<file path="src/rtl/scan_chain_deserializer_if.sv">
// Parallel-side bundle of the scan-chain receiver: scan/strobe inputs plus the
// committed word and status that return to the CPU top level.
interface scan_chain_deserializer_if #(
    parameter int CHAIN_LEN = 24,
    parameter int CNT_WIDTH = 6
);
    logic                 EN;
    logic                 SCLK1;
    logic                 SCLK2;
    logic                 LAT;
    logic                 SPI_SI;
    logic                 ACK;
    logic [CHAIN_LEN-1:0] PO;
    logic                 DONE;
    logic                 BUSY;
    logic [CNT_WIDTH-1:0] BIT_CNT;
    logic                 LEN_ERR;
    logic                 PHASE_ERR;

    modport master (
        output EN, SCLK1, SCLK2, LAT, SPI_SI, ACK,
        input  PO, DONE, BUSY, BIT_CNT, LEN_ERR, PHASE_ERR
    );

    modport slave (
        input  EN, SCLK1, SCLK2, LAT, SPI_SI, ACK,
        output PO, DONE, BUSY, BIT_CNT, LEN_ERR, PHASE_ERR
    );
endinterface

</file>
<file path="src/rtl/scan_chain_deserializer.sv">
// Oversampling receiver for the two-phase pseudo-SPI scan chain: captures on
// SCLK1, shifts on SCLK2 and commits the assembled word on a LAT rise.
module scan_chain_deserializer #(
    parameter int CHAIN_LEN = 24,
    parameter int CNT_WIDTH = 6
) (
    input logic                       CLK,
    input logic                       RST,
    scan_chain_deserializer_if.slave  bus
);
    typedef enum logic [1:0] {IDLE, HALF, FULL} state_t;

    localparam logic [CNT_WIDTH-1:0] CNT_MAX  = '1;
    localparam logic [CNT_WIDTH-1:0] CNT_FULL = CNT_WIDTH'(CHAIN_LEN);

    state_t state, state_next;

    // Bit order: {SPI_SI, LAT, SCLK2, SCLK1}; data needs no edge history.
    logic [3:0] raw, meta, sync;
    logic [2:0] hist, rise;
    logic       s1_rise, s2_rise, lat_rise, si_sync;

    logic [CHAIN_LEN-1:0] sr, sr_next, po, po_next;
    logic [CNT_WIDTH-1:0] cnt, cnt_next;
    logic cap, cap_next;
    logic done, done_next;
    logic len_err, len_err_next;
    logic phase_err, phase_err_next;
    logic commit, violation;

    assign raw      = {bus.SPI_SI, bus.LAT, bus.SCLK2, bus.SCLK1};
    assign rise     = sync[2:0] & ~hist;
    assign s1_rise  = rise[0];
    assign s2_rise  = rise[1];
    assign lat_rise = rise[2];
    assign si_sync  = sync[3];

    always_ff @(posedge CLK) begin
        if (RST) begin
            meta <= '0;
            sync <= '0;
            hist <= '0;
        end else begin
            meta <= raw;
            sync <= meta;
            hist <= sync[2:0];
        end
    end

    always_ff @(posedge CLK) begin
        if (RST) state <= IDLE;
        else     state <= state_next;
    end

    // Priority: disable > commit > double clock rise > single clock rise.
    always_comb begin
        state_next   = state;
        cap_next     = cap;
        sr_next      = sr;
        cnt_next     = cnt;
        po_next      = po;
        len_err_next = len_err;
        commit       = 1'b0;
        violation    = 1'b0;

        if (!bus.EN) begin
            state_next = IDLE;
            cap_next   = 1'b0;
            sr_next    = '0;
            cnt_next   = '0;
        end else if (lat_rise) begin
            commit       = 1'b1;
            po_next      = sr;
            len_err_next = (cnt != CNT_FULL) || (state == HALF);
            cap_next     = 1'b0;
            sr_next      = '0;
            cnt_next     = '0;
            state_next   = IDLE;
        end else if (s1_rise && s2_rise) begin
            violation = 1'b1;
        end else if (s1_rise) begin
            cap_next   = si_sync;
            state_next = HALF;
            if (state == HALF) violation = 1'b1;
        end else if (s2_rise) begin
            if (state == HALF) begin
                sr_next    = {sr[CHAIN_LEN-2:0], cap};
                state_next = FULL;
                if (cnt != CNT_MAX) cnt_next = cnt + 1'b1;
            end else begin
                violation = 1'b1;
            end
        end

        // A set in the same cycle as ACK wins over the clear.
        done_next      = commit | (done & ~bus.ACK);
        phase_err_next = violation | (phase_err & ~bus.ACK);
    end

    always_ff @(posedge CLK) begin
        if (RST) begin
            cap       <= 1'b0;
            sr        <= '0;
            cnt       <= '0;
            po        <= '0;
            done      <= 1'b0;
            len_err   <= 1'b0;
            phase_err <= 1'b0;
        end else begin
            cap       <= cap_next;
            sr        <= sr_next;
            cnt       <= cnt_next;
            po        <= po_next;
            done      <= done_next;
            len_err   <= len_err_next;
            phase_err <= phase_err_next;
        end
    end

    assign bus.PO        = po;
    assign bus.DONE      = done;
    assign bus.BUSY      = (state != IDLE);
    assign bus.BIT_CNT   = cnt;
    assign bus.LEN_ERR   = len_err;
    assign bus.PHASE_ERR = phase_err;
endmodule

</file>
<file path="src/flat_wrapper.sv">
// flat-port wrapper written by rule: the top's interface ports become plain ports
module scan_chain_deserializer_flat 
#(
    parameter int CHAIN_LEN = 24,
    parameter int CNT_WIDTH = 6
)
  (CLK, RST, bus_EN, bus_SCLK1, bus_SCLK2, bus_LAT, bus_SPI_SI, bus_ACK, bus_PO, bus_DONE, bus_BUSY, bus_BIT_CNT, bus_LEN_ERR, bus_PHASE_ERR);
  scan_chain_deserializer_if #(.CHAIN_LEN(CHAIN_LEN), .CNT_WIDTH(CNT_WIDTH)) bus_i ();
  input logic CLK;
  input logic RST;
  input wire logic [$bits(bus_i.EN)-1:0] bus_EN;
  input wire logic [$bits(bus_i.SCLK1)-1:0] bus_SCLK1;
  input wire logic [$bits(bus_i.SCLK2)-1:0] bus_SCLK2;
  input wire logic [$bits(bus_i.LAT)-1:0] bus_LAT;
  input wire logic [$bits(bus_i.SPI_SI)-1:0] bus_SPI_SI;
  input wire logic [$bits(bus_i.ACK)-1:0] bus_ACK;
  output wire logic [$bits(bus_i.PO)-1:0] bus_PO;
  output wire logic [$bits(bus_i.DONE)-1:0] bus_DONE;
  output wire logic [$bits(bus_i.BUSY)-1:0] bus_BUSY;
  output wire logic [$bits(bus_i.BIT_CNT)-1:0] bus_BIT_CNT;
  output wire logic [$bits(bus_i.LEN_ERR)-1:0] bus_LEN_ERR;
  output wire logic [$bits(bus_i.PHASE_ERR)-1:0] bus_PHASE_ERR;
  assign bus_i.EN = bus_EN;
  assign bus_i.SCLK1 = bus_SCLK1;
  assign bus_i.SCLK2 = bus_SCLK2;
  assign bus_i.LAT = bus_LAT;
  assign bus_i.SPI_SI = bus_SPI_SI;
  assign bus_i.ACK = bus_ACK;
  assign bus_PO = bus_i.PO;
  assign bus_DONE = bus_i.DONE;
  assign bus_BUSY = bus_i.BUSY;
  assign bus_BIT_CNT = bus_i.BIT_CNT;
  assign bus_LEN_ERR = bus_i.LEN_ERR;
  assign bus_PHASE_ERR = bus_i.PHASE_ERR;
  scan_chain_deserializer #(.CHAIN_LEN(CHAIN_LEN), .CNT_WIDTH(CNT_WIDTH)) u_core (.CLK(CLK), .RST(RST), .bus(bus_i));
endmodule
</file>
<file path="config.mk">
export PLATFORM = sky130hd
export DESIGN_NAME = scan_chain_deserializer_flat
export DESIGN_NICKNAME = d
export VERILOG_FILES = /design/src/rtl/scan_chain_deserializer_if.sv /design/src/rtl/scan_chain_deserializer.sv /design/src/flat_wrapper.sv
export SDC_FILE = /design/constraint.sdc
export NUM_CORES = 1
export LEC_CHECK = 0
export BUFFER_PORTS_ARGS = -buffer_cell sky130_fd_sc_hd__buf_4
export CORE_MARGIN = 2
export CORE_UTILIZATION = 50
export CTS_CLUSTER_SIZE = 8
export DETAILED_ROUTE_END_ITERATION = 6
export PLACE_DENSITY_LB_ADDON = 0.25
export SLEW_MARGIN = 20
export SYNTH_ARGS = -nofsm -noshare
export SYNTH_HDL_FRONTEND = slang
export SYNTH_SLANG_ARGS = --single-unit
</file>
<file path="constraint.sdc">
create_clock -name CLK -period 3.7 [get_ports CLK]
set_input_delay 0.185 -clock CLK [delete_from_list [all_inputs] [get_ports CLK]]
set_output_delay 0.185 -clock CLK [all_outputs]
set_load 0.01 [all_outputs]
</file>
# After elaboration in Yosys (flattened, before gate mapping)
# Index checks and enable logic that the tools add are counted.
[op_classes]
n_addsub = 1
eq_ne = 3
n_mux = 12
bitwise_logic = 10
n_reduce_logical = 11
[ops]
columns = ["cell", "n"]
rows = [
  ["$mux W1", 9],
  ["$add A6 B1 Y6 const B", 1],
  ["$mux W2", 3],
  ["$ne A6 B5 Y1 const B", 1],
  ["$ne A6 B6 Y1 const B", 1],
  ["$reduce_bool A2 Y1", 3],
  ["$reduce_and A5 Y1", 1],
  ["$not A1 Y1", 4],
  ["$reduce_and A2 Y1", 2],
  ["$reduce_and A4 Y1", 1],
  ["$and A3 B3 Y3", 1],
  ["$not A3 Y3", 1],
  ["$reduce_and A3 Y1", 1],
  ["$reduce_or A3 Y1", 1],
  ["$and A1 B1 Y1", 2],
  ["$eq A2 B1 Y1 const B", 1],
  ["$or A1 B1 Y1", 2],
  ["$logic_and A1 B1 Y1", 1],
  ["$logic_or A1 B1 Y1", 1],
]
[totals]
regBits = 71
inputBits = 8
wordCells = 48

# Logic depth before layout (Yosys ltp)
[logic_depth]
word_depth = 8
ltp_mapped = 7

# Least setup slack after synthesis
# No wires, ideal clock.
[synth_timing]
kind = "register -> register"
from = "register u_core.hist[0]"
to = "register u_core.cnt[0], in the netlist u_core.bus.BIT_CNT[0]"
setup_time_ns = 0.070
t_arrival_ns = 1.398
required_ns = 3.630
path_slack_ns = 2.231
path_stages_with_launch = 7
path_buffers = 1
path_cell_list = "dfxtp_1 nand2b_2 inv_2 or3_1 buf_6 or3_1 a21oi_1"
[synth_via]
elab_chain_cells = 5
[synth_rtl]
columns = ["item", "line", "rtl"]
rows = [
  ["start, declared", "scan_chain_deserializer.sv:20", "logic [2:0] hist, rise;"],
  ["start signal, assigned", "scan_chain_deserializer.sv:46", "hist <= sync[2:0];"],
  ["$not A3 Y3 *", "scan_chain_deserializer.sv:32", "assign rise = sync[2:0] & ~hist;"],
  ["$and A3 B3 Y3 *", "scan_chain_deserializer.sv:32", ""],
  ["named net u_core.rise[0]", "scan_chain_deserializer.sv:20", ""],
  ["$logic_and A1 B1 Y1", "scan_chain_deserializer.sv:79", "end else if (s1_rise && s2_rise) begin"],
  ["$not A1 Y1 (no line)", "n/a", ""],
  ["$reduce_and A5 Y1 (no line) *", "n/a", ""],
  ["end signal, assigned", "scan_chain_deserializer.sv:112", "cnt <= cnt_next;"],
  ["end, declared", "scan_chain_deserializer.sv:24", "logic [CNT_WIDTH-1:0] cnt, cnt_next;"],
]
# Mark *: on every way through the listed nets, which the timed path passes. The rest lies on a longest branch.
# A chain may end at the register's enable or synchronous reset.

# Worst setup path in the final report
[layout_timing]
from = "register u_core.state[1]"
to = "register u_core.cnt[0], in the netlist u_core.bus.BIT_CNT[0]"
[layout_via]
elab_chain_cells = 2
[layout_rtl]
columns = ["item", "line", "rtl"]
rows = [
  ["start, declared", "scan_chain_deserializer.sv:16", "state_t state, state_next;"],
  ["start signal, assigned", "scan_chain_deserializer.sv:52", "else state <= state_next;"],
  ["$eq A2 B1 Y1", "scan_chain_deserializer.sv:86", "if (state == HALF) begin"],
  ["$reduce_and A5 Y1 (no line)", "n/a", ""],
]
# No other way between the ends.

==> flow_summary.json <==
{
  "first_global_vias": 1828,
  "ir_worst_vdd_mv": 0.3045,
  "holdPathStages": 2,
  "hold_start": "bus_SPI_SI",
  "avgSynthCellArea_um2": 8.385,
  "fin_crit_sh_pct": 51.64,
  "ys_types": 37,
  "hold_viol": 0,
  "outcome": "completed",
  "die_area_um2": 5703,
  "path_max_fanout": 28,
  "clkSlewWorstSetupHoldPaths_ps": 60,
  "routed_wl_mm": 4.661,
  "drv_cap": 0,
  "arrival_ps": 2180,
  "slew_headroom_pct": 40.74,
  "routabilityCongestion": 0.7863,
  "postCtsResizedCells": 0,
  "cts_tree": "built",
  "syn-cell-area_um2": 2557,
  "setup_viol": 0,
  "grt_first_pass_wirelength_mm": 7.817,
  "antenna_cells": 0,
  "ys.flop_type": "dfxtp_1",
  "end_kind": "register",
  "timing.final.crit_period_ps": 1911,
  "die_h_um": 75.52,
  "cts_htree_levels": 3,
  "clk_root_buffer_cell": "clkbuf_8",
  "wl_per_cell_um": 11.26,
  "synth-edff-count": 0,
  "syn_inst": 305,
  "rsz0062_at_grt": "no",
  "rrSetupSlack_ps": 1790,
  "drive_gt1_share_pct": 17.15,
  "vias_per_cell": 4.954,
  "drc_errors": 0,
  "antenna_found_initial": 0,
  "rows": 26,
  "ant_nets": 0,
  "p_leak_nw": 1.115,
  "cp-start-kind": "register",
  "p_per_area_nw_per_um2": 426.3,
  "first_pass_iters": 5,
  "drt-initial-drc-count": 116,
  "initial_core_util_pct": 51.05,
  "coreArea_um2": 5010,
  "syn_nets": 316,
  "vias": 2051,
  "portBuffers": 41,
  "yosysSeqAreaShare_pct": 55.58,
  "tns_ps": 0,
  "timing.rr.end": "u_core.bus.BIT_CNT[0]$_SDFFE_PP0P_",
  "fmax_mhz": 523.4,
  "grt_max_degree": 41,
  "cts_hold_buffers": 0,
  "nets": 352,
  "pin_count": 42,
  "min_to": "u_core.meta[3]$_SDFF_PP0_",
  "timing_worst_setup_path_type": "reg2reg",
  "place_worst_setup_slack_ps": 1793,
  "crit-reg2reg-launch": "u_core.state[1]$_SDFFE_PP0P_",
  "gr-total-overflow": 0,
  "hp-class": "in2reg",
  "numClockSinks": 71,
  "clockBufferDepth": 2,
  "r2r.worst_path.cells": 4,
  "clock_latency_ps": 330,
  "holdWs_ps": 70.95,
  "cts_buffers": 9,
  "dpl.hpwl_mm": 3.050,
  "cts_setup_buffers": 0,
  "timing.final.ws_setup_ps": 1789,
  "tightest_slew_ps": 889.0,
  "ys_warn_count": 0,
  "die_w_um": 75.52,
  "grt_use_total_pct": 18.44,
  "finClkSkew_ps": 8.546,
  "ys_ff_latch": 71,
  "async_flop_share_pct": 0,
  "finalMaxSlewViolations": 0,
  "required_ps": 3960,
  "syn_to_final_growth_pct": 18.74
}
-- where the power goes --
part           leakage, nW  switching (W)  internal (W)
clock               0.0761       0.000251      0.000234
combinational        0.465      0.0000238     0.0000135
sequential           0.574     0.00000191      0.000770
total                 1.12       0.000277       0.00102
-- layout make-up --
class / count / area (um2)
Sequential cell: 71 / 1421
Multi-Input combinational cell: 211 / 1041
Clock buffer: 12 / 135.1
Clock inverter: 2 / 10.01
Tap cell: 70 / 87.58
Inverter: 5 / 18.77
Fill cell: 472 / 1973
Timing Repair Buffer: 43 / 322.8
-- synthesized netlist by cell type (2+ instances only) --
cell type  count  area share, %
nor3b_1        2           0.59
buf_2          5           0.98
nor2b_1       12            2.9
nor2_1         6           0.88
nor3_1         2           0.39
nand2_1      102             15
nor4_1         2           0.49
mux2i_1        2           0.78
and3_1         2           0.49
dfxtp_1       71             56
o21ai_0        2           0.39
or3_1          2           0.49
nand3_1        3           0.59
inv_1          4           0.59
ha_1           3            1.5
clkbuf_1      12            1.8
nand2b_1       2           0.49
a21oi_1       52             10
-- flip-flops by register name (all words and copies together) (netlist names) --
name	cells
u_core.state	2
u_core.hist	3
u_core.bus.DONE	1
u_core.sync	4
u_core.bus.PO	24
u_core.meta	4
u_core.sr	24
u_core.bus.BIT_CNT	6
u_core.bus.LEN_ERR	1
u_core.bus.PHASE_ERR	1
u_core.cap	1
-- placed cells by master, fill, tap and decap left out, types with 3 or more instances in the layout --
cell type,count
nand2_1,102
dfxtp_1,71
a21oi_1,52
buf_4,43
nor2b_1,12
clkbuf_8,9
nor2_1,6
inv_1,4
nand3_1,3
ha_1,3
clkbuf_1,3
-- routing by layer --
metal / share of wire (%) / vias to the layer above / GRT usage [%]
li1: - / 1068 / -
met3: 4.9 / 4 / 6.481
met1: 45 / 931 / 22.27
met4: 0.69 / 0 / 8.577
met5: 0 / - / 0
met2: 50 / 48 / 29.57
-- worst max-delay path: stages, from the launching register on --
cell	delay (ps)
dfxtp_1	330
nand2b_4	170
or3_1	720
or3_1	490
a21oi_1	130
-- kinds of logic (layout without fill, tap and decap cells) --
| kind of cell | count (synthesis) | count (layout) | synth area share [%] |
|---|---|---|---|
| fa+ha+maj | 3 | 3 | 1.468 |
| mux | 2 | 2 | 0.7828 |
| flops | 71 | 71 | 55.58 |
| buf+inv | 23 | 62 | 3.913 |
| simple gates | 144 | 144 | 25.24 |
| compound gates | 62 | 62 | 13.01 |
-- stage by stage --
stage | instances | total power (W) | area, um2 | utilization (%)
2_1_floorplan | 305 | 0.0008139 | 2557 | -
3_3_place_gp | 400 | 0.0008267 | 2892 | 57.72
3_5_place_dp | 400 | 0.0008273 | 2892 | 57.72
4_1_cts | 414 | 0.001313 | 3037 | 60.61
5_1_grt | 414 | 0.001350 | 3037 | 60.61
6_report | 414 | 0.001294 | 3037 | 60.61
-- how the worst max path moves through the flow --
stage	start	slack (ps)	endpoint	cells after the start
floorplan	u_core.hist[0]$_SDFF_PP0_	2230	u_core.bus.BIT_CNT[0]$_SDFFE_PP0P_	6
global placement	u_core.hist[0]$_SDFF_PP0_	1830	u_core.bus.BIT_CNT[0]$_SDFFE_PP0P_	5
detailed placement	u_core.state[1]$_SDFFE_PP0P_	1790	u_core.bus.BIT_CNT[0]$_SDFFE_PP0P_	4
CTS	u_core.hist[0]$_SDFF_PP0_	1770	u_core.bus.BIT_CNT[0]$_SDFFE_PP0P_	5
global route	u_core.state[1]$_SDFFE_PP0P_	1690	u_core.bus.BIT_CNT[0]$_SDFFE_PP0P_	4
finish	u_core.state[1]$_SDFFE_PP0P_	1790	u_core.bus.BIT_CNT[0]$_SDFFE_PP0P_	4
(Power assumes the default switching activity.)
